==> config.mk <==
export PLATFORM = sky130hd
export DESIGN_NAME = countdown_timer_ctrl
export DESIGN_NICKNAME = d
export VERILOG_FILES = /design/src/rtl/timer_pkg.sv /design/src/rtl/bcd_mmss_core.sv /design/src/rtl/countdown_timer_ctrl.sv
export SDC_FILE = /design/constraint.sdc
export NUM_CORES = 1
export LEC_CHECK = 0
export ABC_AREA = 1
export BUFFER_PORTS_ARGS = -buffer_cell sky130_fd_sc_hd__buf_2
export CORE_MARGIN = 2
export CORE_UTILIZATION = 30
export DETAILED_ROUTE_END_ITERATION = 8
export PLACE_DENSITY_LB_ADDON = 0.12
export SLEW_MARGIN = 30
export SYNTH_ARGS = -nofsm -noshare
export SYNTH_HDL_FRONTEND = slang
export SYNTH_SLANG_ARGS = --single-unit
export TNS_END_PERCENT = 10
==> constraint.sdc <==
create_clock -name clk -period 4.1 [get_ports clk]
set_input_delay 1.025 -clock clk [delete_from_list [all_inputs] [get_ports clk]]
set_output_delay 1.025 -clock clk [all_outputs]
set_load 0.01 [all_outputs]
==> src/rtl/timer_pkg.sv <==
// Shared encodings and BCD helpers for the mm:ss countdown timer.
package timer_pkg;

    localparam logic [1:0] ST_IDLE  = 2'd0;
    localparam logic [1:0] ST_RUN   = 2'd1;
    localparam logic [1:0] ST_PAUSE = 2'd2;
    localparam logic [1:0] ST_ALARM = 2'd3;

    localparam logic [3:0] SEC10_MAX = 4'd5;
    localparam logic [3:0] MIN10_MAX = 4'd5;
    localparam logic [3:0] DIGIT_MAX = 4'd9;

    typedef struct packed {
        logic inc_min;
        logic inc_sec;
        logic dec_1s;
        logic zero;
    } core_cmd_t;

    function automatic logic [3:0] bcd_inc(input logic [3:0] d,
                                           input logic [3:0] max);
        return (d == max) ? 4'd0 : d + 4'd1;
    endfunction

endpackage

==> src/rtl/bcd_mmss_core.sv <==
// Four BCD digit registers for mm:ss with per-digit inc/dec arithmetic.
module bcd_mmss_core
    import timer_pkg::*;
(
    input  logic       clk,
    input  logic       reset_p,
    input  core_cmd_t  cmd_i,
    output logic [3:0] min10_o,
    output logic [3:0] min1_o,
    output logic [3:0] sec10_o,
    output logic [3:0] sec1_o,
    output logic       is_zero_o,
    output logic       next_is_zero_o
);

    logic [3:0] min10_q, min1_q, sec10_q, sec1_q;
    logic [3:0] min10_d, min1_d, sec10_d, sec1_d;

    always_comb begin
        min10_d = min10_q;
        min1_d  = min1_q;
        sec10_d = sec10_q;
        sec1_d  = sec1_q;
        if (cmd_i.zero) begin
            min10_d = 4'd0;
            min1_d  = 4'd0;
            sec10_d = 4'd0;
            sec1_d  = 4'd0;
        end else if (cmd_i.inc_min) begin
            min1_d = bcd_inc(min1_q, DIGIT_MAX);
            if (min1_q == DIGIT_MAX)
                min10_d = bcd_inc(min10_q, MIN10_MAX);
        end else if (cmd_i.inc_sec) begin
            sec1_d = bcd_inc(sec1_q, DIGIT_MAX);
            if (sec1_q == DIGIT_MAX)
                sec10_d = bcd_inc(sec10_q, SEC10_MAX);
        end else if (cmd_i.dec_1s) begin
            // Borrow ripples digit by digit; 00:00 simply holds.
            if (sec1_q != 4'd0) begin
                sec1_d = sec1_q - 4'd1;
            end else if (sec10_q != 4'd0) begin
                sec10_d = sec10_q - 4'd1;
                sec1_d  = DIGIT_MAX;
            end else if (min1_q != 4'd0) begin
                min1_d  = min1_q - 4'd1;
                sec10_d = SEC10_MAX;
                sec1_d  = DIGIT_MAX;
            end else if (min10_q != 4'd0) begin
                min10_d = min10_q - 4'd1;
                min1_d  = DIGIT_MAX;
                sec10_d = SEC10_MAX;
                sec1_d  = DIGIT_MAX;
            end
        end
    end

    always_ff @(posedge clk) begin
        if (reset_p) begin
            min10_q <= 4'd0;
            min1_q  <= 4'd0;
            sec10_q <= 4'd0;
            sec1_q  <= 4'd0;
        end else begin
            min10_q <= min10_d;
            min1_q  <= min1_d;
            sec10_q <= sec10_d;
            sec1_q  <= sec1_d;
        end
    end

    assign min10_o = min10_q;
    assign min1_o  = min1_q;
    assign sec10_o = sec10_q;
    assign sec1_o  = sec1_q;

    assign is_zero_o = (min10_q == 4'd0) && (min1_q == 4'd0) &&
                       (sec10_q == 4'd0) && (sec1_q == 4'd0);

    assign next_is_zero_o = (min10_q == 4'd0) && (min1_q == 4'd0) &&
                            (sec10_q == 4'd0) && (sec1_q == 4'd1);

endmodule

==> src/rtl/countdown_timer_ctrl.sv <==
// Countdown timer FSM: button priority decode, tick handling, alarm timeout.
module countdown_timer_ctrl
    import timer_pkg::*;
#(
    parameter int ALARM_SEC = 5
) (
    input  logic       clk,
    input  logic       reset_p,
    input  logic       tick_sec,
    input  logic       btn_start,
    input  logic       btn_inc_min,
    input  logic       btn_inc_sec,
    input  logic       btn_clear,
    output logic [3:0] min10,
    output logic [3:0] min1,
    output logic [3:0] sec10,
    output logic [3:0] sec1,
    output logic       running,
    output logic       alarm,
    output logic       done
);

    localparam logic [3:0] ALARM_LAST = 4'(ALARM_SEC - 1);

    logic [1:0] state_q, state_d;
    logic [3:0] cnt_q, cnt_d;
    logic       done_q, done_d;
    logic       running_q, alarm_q;
    logic       is_zero, next_is_zero;
    logic       can_set;
    core_cmd_t  cmd;

    assign can_set = (state_q == ST_IDLE) || (state_q == ST_PAUSE);

    always_comb begin
        state_d = state_q;
        cnt_d   = cnt_q;
        done_d  = 1'b0;
        cmd     = '0;
        // Only the highest-priority event acts; the rest are dropped.
        if (btn_clear) begin
            cmd.zero = 1'b1;
            state_d  = ST_IDLE;
            cnt_d    = 4'd0;
        end else if (btn_start) begin
            case (state_q)
                ST_IDLE:  if (!is_zero) state_d = ST_RUN;
                ST_RUN:   state_d = ST_PAUSE;
                ST_PAUSE: state_d = is_zero ? ST_IDLE : ST_RUN;
                default:  state_d = ST_IDLE;
            endcase
        end else if (btn_inc_min) begin
            cmd.inc_min = can_set;
        end else if (btn_inc_sec) begin
            cmd.inc_sec = can_set;
        end else if (tick_sec) begin
            case (state_q)
                ST_RUN: begin
                    cmd.dec_1s = 1'b1;
                    if (next_is_zero) begin
                        state_d = ST_ALARM;
                        done_d  = 1'b1;
                        cnt_d   = 4'd0;
                    end
                end
                ST_ALARM: begin
                    if (cnt_q == ALARM_LAST) begin
                        state_d = ST_IDLE;
                        cnt_d   = 4'd0;
                    end else begin
                        cnt_d = cnt_q + 4'd1;
                    end
                end
                default: ;
            endcase
        end
    end

    always_ff @(posedge clk) begin
        if (reset_p) begin
            state_q   <= ST_IDLE;
            cnt_q     <= 4'd0;
            done_q    <= 1'b0;
            running_q <= 1'b0;
            alarm_q   <= 1'b0;
        end else begin
            state_q   <= state_d;
            cnt_q     <= cnt_d;
            done_q    <= done_d;
            running_q <= (state_d == ST_RUN);
            alarm_q   <= (state_d == ST_ALARM);
        end
    end

    bcd_mmss_core u_core (
        .clk            (clk),
        .reset_p        (reset_p),
        .cmd_i          (cmd),
        .min10_o        (min10),
        .min1_o         (min1),
        .sec10_o        (sec10),
        .sec1_o         (sec1),
        .is_zero_o      (is_zero),
        .next_is_zero_o (next_is_zero)
    );

    assign running = running_q;
    assign alarm   = alarm_q;
    assign done    = done_q;

endmodule

---- Word-level counts from Yosys, hierarchy flattened ----
Index checks and enable logic that the tools add are counted.
storage, ports and cells
  register bits ........................... 25
  input bits .............................. 7
  output and inout bits ................... 19
  word-level logic and storage cells ...... 127
cells by class
  add/subtract/negate cells ............... 9
  eq/ne operators ......................... 19
  muxes and demuxes ....................... 55
  bitwise gates (word level) .............. 6
  reduce and logical (&&, ||, !) cells .... 29
operators by type and width
  kind                 number
  $mux 4               33
  $add 4x1->4 const B  5
  $reduce_bool 4->1    5
  $mux 2               9
  $logic_not 4->1      4
  $sub 4x1->4 const B  4
  $eq 4x3->1 const B   3
  $ne 2x2->1 const B   5
  $reduce_and 5->1     2
  $eq 4x4->1 const B   2
  $mux 1               8
  $pmux 4 s2           1
  $reduce_bool 2->1    4
  $reduce_and 7->1     1
  $reduce_or 7->1      1
  $eq 2x2->1 const B   3
  $mux 3               2
  $ne 2x1->1 const B   3
  $not 1->1            6
  $pmux 2 s3           1
  $reduce_and 6->1     1
  $reduce_bool 5->1    1
  $eq 2x1->1 const B   2
  $eq 4x1->1 const B   1
  other kinds (7)      11

---- Longest topological paths before layout ----
Gate-level depths: netlist (run 1).
  depth in word-level cells ............... 12
  mapped depth ............................ 11
  gate-level depth less buffers ........... 10

---- Modules after synthesis ----
Synthesis (run 1) repeated with hierarchy kept, for this count alone.
unflattened totals
  cells, all modules ...................... 307
  area, all modules ....................... 1929.4 um^2
by module, submodules not included
  module                times used  cells each  area an instance (um^2)  sequential area each (um^2)
  bcd_mmss_core         1           225         1408.9                   320.3
  countdown_timer_ctrl  1           82          520.5                    180.2

---- Worst setup path after synthesis (run 1) ----
No wires, ideal clock.
  path kind ............................... input -> register
  start ................................... in btn_inc_min
  end ..................................... reg cnt_q[0]
  library setup time ...................... 121 ps
  arrival ................................. 1858 ps
  path slack .............................. 2121 ps
  stages .................................. 6
  path buffers ............................ 0
  path through ............................ inv_1 > nand3_1 > nor3_1 > nand2_1 > nand2_1 > a21oi_1
between the ends
  word-level cells in the longest chain between the ends .. 2
ends and longest elaborated chain
  what                        line                        source
  from (decl)                 countdown_timer_ctrl.sv:11  input logic btn_inc_min,
  $not 1->1 (no line)         -
  $reduce_and 6->1 (no line)  -
  to (signal assigned)        countdown_timer_ctrl.sv:88  cnt_q <= cnt_d;
  to (decl)                   countdown_timer_ctrl.sv:26  logic [3:0] cnt_q, cnt_d;
No other way between the ends.
A chain may end at the register's enable or synchronous reset.

---- Worst setup path after layout (run 1) ----
  start ................................... in btn_start
  end ..................................... reg u_core.min1_q[3] (netlist: u_core.min1_o[3])
between the ends
  word-level cells in the longest chain between the ends .. 4
  elaborated cells on any way between the ends .. 9
ends and longest elaborated chain
  what                                                line                        source
  from (decl)                                         countdown_timer_ctrl.sv:10  input logic btn_start,
  $mux 3 (*)                                          countdown_timer_ctrl.sv:45  end else if (btn_start) begin
  $mux 3 (*)                                          countdown_timer_ctrl.sv:41  if (btn_clear) begin
  $ne 2x2->1 (no line), or another cell as far along  -
  $reduce_and 5->1 (no line)                          -
  to (signal assigned)                                bcd_mmss_core.sv:65         min1_q <= min1_d;
  to (decl)                                           bcd_mmss_core.sv:16         logic [3:0] min10_q, min1_q, sec10_q, sec1_q;
Every way passes the cells marked *; elsewhere a longest branch is shown, timed or not.

==> flow_metrics.env, run 1 <==
export IMPL_cts_resized=0
export IMPL_synth_distinct_cells=30
export IMPL_io_buffer_count=25
export IMPL_clock_skew_final_ns=0.0101
export IMPL_critPathMaxFanout=11
export IMPL_crit_path_start_kind="input port"
export IMPL_die_w_microns=84.0
export IMPL_clock_path_buffers=2
export IMPL_grt_pass1_vias=1845
export IMPL_grt_total_usage_pct=13.8
export IMPL_rsz0062_at_grt="false"
export IMPL_post_place_ws_ns=1.63
export IMPL_clk_latency_ns=0.27
export IMPL_cts_sinks=25
export IMPL_grt_pass1_wl_microns=8210
export IMPL_outcome="finished, final reports clean"
export IMPL_ys_ff_latch=25
export IMPL_area_growth_pct=12.8
export IMPL_end_kind="register"
export IMPL_drc=0
export IMPL_fin_crit_sh_pct=53.0
export IMPL_die_area_sq_mm=0.00705
export IMPL_final_cells=423
export IMPL_fin_crit_ns=2.17
export IMPL_path_depth=9
export IMPL_yosysWarnings=0
export IMPL_num_vias=2003
export IMPL_syn_inst=320
export IMPL_syn_nets=334
export IMPL_grt_max_degree=14
export IMPL_worstPathCellList="buf_2 > nor2_4 > nand3_1 > nand2_1 > nand2_2 > nor2_4 > nand2_2 > nor2_1 > nor2_1"
export IMPL_synthesis_area_sq_mm=0.00192
export IMPL_hold_buffers=0
export IMPL_tns_ns=0
export IMPL_cts_tree="built"
export IMPL_initial_core_util_pct=30.6
export IMPL_worst_pin_slew_ns=0.472
export IMPL_ant_nets=0
export IMPL_drive_above_1_share_pct=15.3
export IMPL_core_area_sq_mm=0.00628
export IMPL_placed_cells=419
export IMPL_fmax_mhz=461
export IMPL_drv_slew=0
export IMPL_die_h_microns=84.0
export IMPL_firstDrtPassIters=4
export IMPL_ys_seq_area_share_pct=26.1
export IMPL_required_ns=4.28
export IMPL_fin_nets=361
export IMPL_reg2regPathDepth=9
export IMPL_routed_wl_microns=4710
export IMPL_cellPowerDensity_mw_per_mm2=202
export IMPL_path_clk_slew_ns=0.09
export IMPL_path_class="input port to register"
export IMPL_antenna_cells=0
export IMPL_leakage_nw=1.03
export IMPL_ios=26
export IMPL_max_cap_violations=0
export IMPL_setup_viol=0
export IMPL_hold_viol=0
export IMPL_num_rows=29
export IMPL_syn_area_per_cell_sq_um=6.00
export IMPL_htree_levels=1
export IMPL_gp_routability_congestion=0.833
export IMPL_worstPathArrival_ns=2.35
export IMPL_slew_headroom_pct=68.3
export IMPL_fin_ws_ns=1.93
export IMPL_slowest_delay_ns=0.30
export IMPL_root_buffer="clkbuf_8"
export IMPL_hpwl_microns=3670
export IMPL_hp_class="register to register"
export IMPL_hold_depth=2
export IMPL_p_total_uw=438
export IMPL_overflow=0
export IMPL_crit_buf_inv=1
export IMPL_slowest_stage="nand3_1"
export IMPL_cts_inserted_buffers=3
export IMPL_cp_top_family="simple AND/OR/NAND/NOR gates"
export IMPL_antenna_found_initial=0
export IMPL_wire_per_inst_microns=11.1
export IMPL_via_per_inst=4.74
export IMPL_post_cts_setup_buffer_count=0
export IMPL_drt_iter0_markers=91
export IMPL_vdd_ir_drop_max_mv=0.124
Yosys cell counts:
master / instances / area share, %
nand2_4: 1 / 0.59
nand2_1: 86 / 17
o21ai_0: 16 / 4.2
o21bai_1: 1 / 0.39
ha_1: 7 / 4.6
o21a_1: 1 / 0.39
nor2_4: 5 / 2.9
or2_2: 1 / 0.33
nand3b_1: 1 / 0.39
nor3_1: 2 / 0.52
inv_2: 3 / 0.59
buf_2: 2 / 0.52
o22ai_1: 1 / 0.33
o211ai_1: 1 / 0.39
nand3_2: 3 / 1.6
xor2_1: 3 / 1.4
nand4_1: 6 / 2.0
buf_6: 1 / 0.59
dfxtp_1: 25 / 26
nor2_2: 3 / 0.98
nand2_2: 7 / 2.3
clkinv_1: 1 / 0.20
inv_4: 1 / 0.33
inv_1: 34 / 6.6
o21ai_1: 2 / 0.52
buf_4: 1 / 0.39
a21oi_1: 18 / 4.7
xnor2_1: 1 / 0.46
nor2_1: 52 / 10
nand3_1: 34 / 8.9
worst reg2reg max path: cells and delay by family (launching register included):
family,cells,cell delay (ns)
DFF,1,0.39
and+or+nand+nor,6,0.85
AOI/OAI and AO/OA,1,0.06
buffers and inverters,1,0.16
adders and majority gates,1,0.19
state kept, by name (all words and copies together), names as in the netlist:
name and cells:
cnt_q 4, u_core.min10_o 4, u_core.min1_o 4, u_core.sec10_o 4
u_core.sec1_o 4, state_q 2, alarm 1, done 1
running 1
final cells by class:
| class | instances | area (sq um) |
|---|---|---|
| Fill cell | 721 | 4110 |
| Multi-Input combinational cell | 252 | 1240 |
| Sequential cell | 25 | 500 |
| Inverter | 39 | 149 |
| Timing Repair Buffer | 26 | 133 |
| Tap cell | 77 | 96.3 |
| Clock buffer | 4 | 45.0 |
logic make-up (layout without fill, tap and decap cells):
kind of cell             count (synthesis)  after routing  synth area share, %
AND/OR/NAND/NOR                        201            201                 47.4
adder cells (fa/ha/maj)                  7              7                 4.56
XOR/XNOR                                 4              4                 1.83
buffers and inverters                   43             69                 9.26
AO/OA/AOI/OAI                           40             40                 10.9
flip-flops                              25             25                 26.1
cells in the final DEF, fill, tap and decap left out, types with 5 or more instances in the layout:
master and count:
nand3_1 34, nand4_1 6, nor2_4 5, a21oi_1 18, inv_1 34, nand2_2 7, nand2_1 86, ha_1 7
buf_2 25, nor2_1 52, dfxtp_1 25, o21ai_0 16
metrics by stage:
| step | utilization (%) | hold WS (ns) | area, sq um |
|---|---|---|---|
| 2_1_floorplan | - | 0.454 | 1920 |
| 3_3_place_gp | 33.8 | 0.476 | 2120 |
| 3_5_place_dp | 33.8 | 0.478 | 2120 |
| 4_1_cts | 34.5 | 0.492 | 2160 |
| 5_1_grt | 34.5 | 0.526 | 2160 |
| 6_report | 34.5 | 0.498 | 2160 |
layer usage:
metal	track usage [%]	wire (microns)	part of all wire (%)
met5	0	0	0
met1	19.3	2420	51
met2	22.2	2110	45
met3	1.58	116	2.5
met4	4.25	60	1.3
power breakdown:
group / total [mW] / switching, mW / internal [mW]
clock: 0.150 / 0.0807 / 0.0696
sequential: 0.245 / 0.00154 / 0.244
combinational: 0.0420 / 0.0289 / 0.0131
path summary, 6_finish.rpt:
kind	slack (ns)	start	end
setup / recovery	1.93	btn_start	u_core.min1_o[3]
setup reg to reg	2.34	u_core.min10_o[0]	cnt_q[1]
hold reg to reg	0.50	cnt_q[3]	cnt_q[3]
hold / removal	0.50	cnt_q[3]	cnt_q[3]
(Power assumes the default switching activity.)
==> run 2, diff against run 1 <==
ABC_AREA = 0   (was 1)
clock period = 1.82 ns   (was 4.1 ns; I/O delays follow)
==> flow_metrics.env, run 2 <==
export IMPL_outcome="finished, final reports clean"
export IMPL_worstPathCellList="inv_1 > ha_1 > nor3b_4 > buf_4 > o2111a_1 > o21ai_4 > a21oi_1 > a311oi_1"
export IMPL_clock_skew_final_ns=0.00731
export IMPL_num_rows=29
export IMPL_wire_per_inst_microns=13.5
export IMPL_grt_pass1_vias=1816
export IMPL_syn_nets=254
export IMPL_die_area_sq_mm=0.00723
export IMPL_worstPathArrival_ns=1.88
export IMPL_hp_class="input port to register"
export IMPL_grt_max_degree=15
export IMPL_clk_latency_ns=0.27
export IMPL_ys_seq_area_share_pct=25.4
export IMPL_crit_path_start_kind="register"
export IMPL_ios=26
export IMPL_hold_viol=0
export IMPL_routed_wl_microns=5050
export IMPL_ant_nets=0
export IMPL_ys_ff_latch=25
export IMPL_drive_above_1_share_pct=35.4
export IMPL_hpwl_microns=3920
export IMPL_fin_crit_ns=1.70
export IMPL_rsz0062_at_grt="true"
export IMPL_overflow=0
export IMPL_area_growth_pct=26.5
export IMPL_cts_inserted_buffers=3
export IMPL_fmax_mhz=588
export IMPL_syn_area_per_cell_sq_um=8.21
export IMPL_synthTopCellsByCount="dfxtp_1 (25), nor2_1 (22), a21oi_1 (19), nand2_1 (19), nand3_1 (17)"
export IMPL_max_cap_violations=0
export IMPL_final_cell_mix="buf_4 (44), buf_2 (25), dfxtp_1 (23)"
export IMPL_syn_inst=240
export IMPL_post_place_ws_ns=-0.0757
export IMPL_netlist_top_cells_area="dfxtp_1 (25%), a21oi_1 (4.8%), ha_1 (4.4%)"
export IMPL_routed_wl_met3_microns=122
export IMPL_final_common_cell="buf_4"
export IMPL_p_int_uw=767
export IMPL_die_h_microns=85.0
export IMPL_sequentialPowerShare_pct=53.4
export IMPL_power_share_combinational_pct=13.4
export IMPL_antenna_cells=0
export IMPL_reg2reg_slack_ns=0.12
export IMPL_drc=0
export IMPL_p_switching_uw=269
export IMPL_slowest_stage="dfxtp_1"
export IMPL_tns_ns=0
export IMPL_final_core_util_pct=39.2
export IMPL_clock_path_buffers=2
export IMPL_end_kind="register"
export IMPL_crit_buf_inv=2
export IMPL_synthesis_area_sq_mm=0.00197
export IMPL_io_buffer_count=25
export IMPL_core_area_sq_mm=0.00635
export IMPL_cellPowerDensity_mw_per_mm2=416
export IMPL_firstDrtPassIters=4
export IMPL_hold_buffers=0
export IMPL_required_ns=2.00
export IMPL_synthFlopType="dfxtp_1"
export IMPL_yosysTopAreaCellShare_pct=25.4
export IMPL_fin_crit_sh_pct=93.4
export IMPL_fin_ws_ns=0.121
export IMPL_path_clk_slew_ns=0.10
export IMPL_yosysMostFrequentCell="dfxtp_1"
export IMPL_synth_distinct_cells=66
export IMPL_swShare_pct=26.0
export IMPL_grt_pass1_wl_microns=8760
export IMPL_htree_levels=1
export IMPL_cts_sinks=25
export IMPL_initial_core_util_pct=31.0
export IMPL_gp_routability_congestion=0.820
export IMPL_fillCellCount=660
export IMPL_wl_met2_microns=2320
export IMPL_cts_tree="built"
export IMPL_drv_slew=0
export IMPL_setup_viol=0
export IMPL_path_class="register to register"
export IMPL_root_buffer="clkbuf_8"
export IMPL_grt_total_usage_pct=14.7
export IMPL_synth_edf_count=0
export IMPL_antenna_found_initial=0
export IMPL_top_layer_used="met4"
export IMPL_drt_iter0_markers=55
export IMPL_yosysWarnings=0
export IMPL_die_w_microns=85.0
export IMPL_wl_met1_microns=2580
export IMPL_num_vias=1899
export IMPL_synth_async_reset_ratio_pct=0
export IMPL_fin_nets=312
export IMPL_critPathMaxFanout=7
export IMPL_worst_pin_slew_ns=0.392
export IMPL_via_per_inst=5.08
export IMPL_slew_headroom_pct=73.5
export IMPL_p_total_mw=1.04
export IMPL_yosysTopAreaCell="dfxtp_1"
export IMPL_vdd_ir_drop_max_mv=0.248
export IMPL_cp_top_family="compound AO/OA/AOI/OAI gates"
export IMPL_clkPwrFrac_pct=33.2
export IMPL_slowest_delay_ns=0.35
export IMPL_leakage_nw=1.02
## run 2: changes by cell type after synthesis, sizes merged, moves of 6 or more
cell   previous run  this run
and2              0         6
buf               4        12
inv              38         8
nand2            94        20
nand3            37        18
nor2             60        22
nor3              2        10
## run 2: repair_timing
item | 4_1_cts | 5_1_grt
setup buffers | 0 | 2
resized for setup | 0 | 5
setup endpoints to repair | 0 | 14
## run 2: cell families after synthesis
group	Yosys count	share of synthesized area, %
AND/OR/NAND/NOR	113	36.9
AO/OA/AOI/OAI	62	22.9
flip-flops	25	25.4
buffers and inverters	24	6.04
adder cells (fa/ha/maj)	7	4.45
XOR/XNOR	6	2.67
multiplexers	3	1.59
## run 2: per-stage QoR
step | hold slack [ns] | instance area (sq um) | cells
after floorplan | 0.433 | 1970 | 240
after global placement | 0.459 | 2420 | 368
after detailed placement | 0.454 | 2420 | 368
after CTS | 0.364 | 2460 | 372
after global routing | 0.372 | 2490 | 374
final | 0.379 | 2490 | 374
## run 2: final timing paths
check,startpoint,endpoint,depth (start not counted)
min reg2reg,cnt_q[3],cnt_q[3],2
min,reset_p,done,2
max reg2reg,u_core.min10_o[0],u_core.sec1_o[3],8
max,u_core.min10_o[0],u_core.sec1_o[3],8
## run 2: cell type report
class                           count  area (sq um)  share of cell area (%)
Tap cell                           77          96.3                    3.87
Sequential cell                    25           503                    20.2
Clock buffer                        3          41.3                    1.66
Timing Repair Buffer               69           455                    18.3
Clock inverter                      1          5.00                   0.201
Inverter                            8          30.0                    1.21
Multi-Input combinational cell    191          1360                    54.6
## run 2: power groups by stage
stage	Clock [mW]	Sequential [mW]	Combinational, mW
after floorplan	0	0.566	0.0807
after global placement	0	0.566	0.139
after detailed placement	0	0.566	0.139
after CTS	0.360	0.553	0.139
after global routing	0.381	0.554	0.154
final	0.344	0.553	0.139
## run 2: routing by layer
layer | up-vias | GRT usage (%)
li1 | 995 | -
met1 | 881 | 20.6
met2 | 21 | 23.8
met3 | 2 | 2.33
met4 | 0 | 3.03
met5 | - | 0
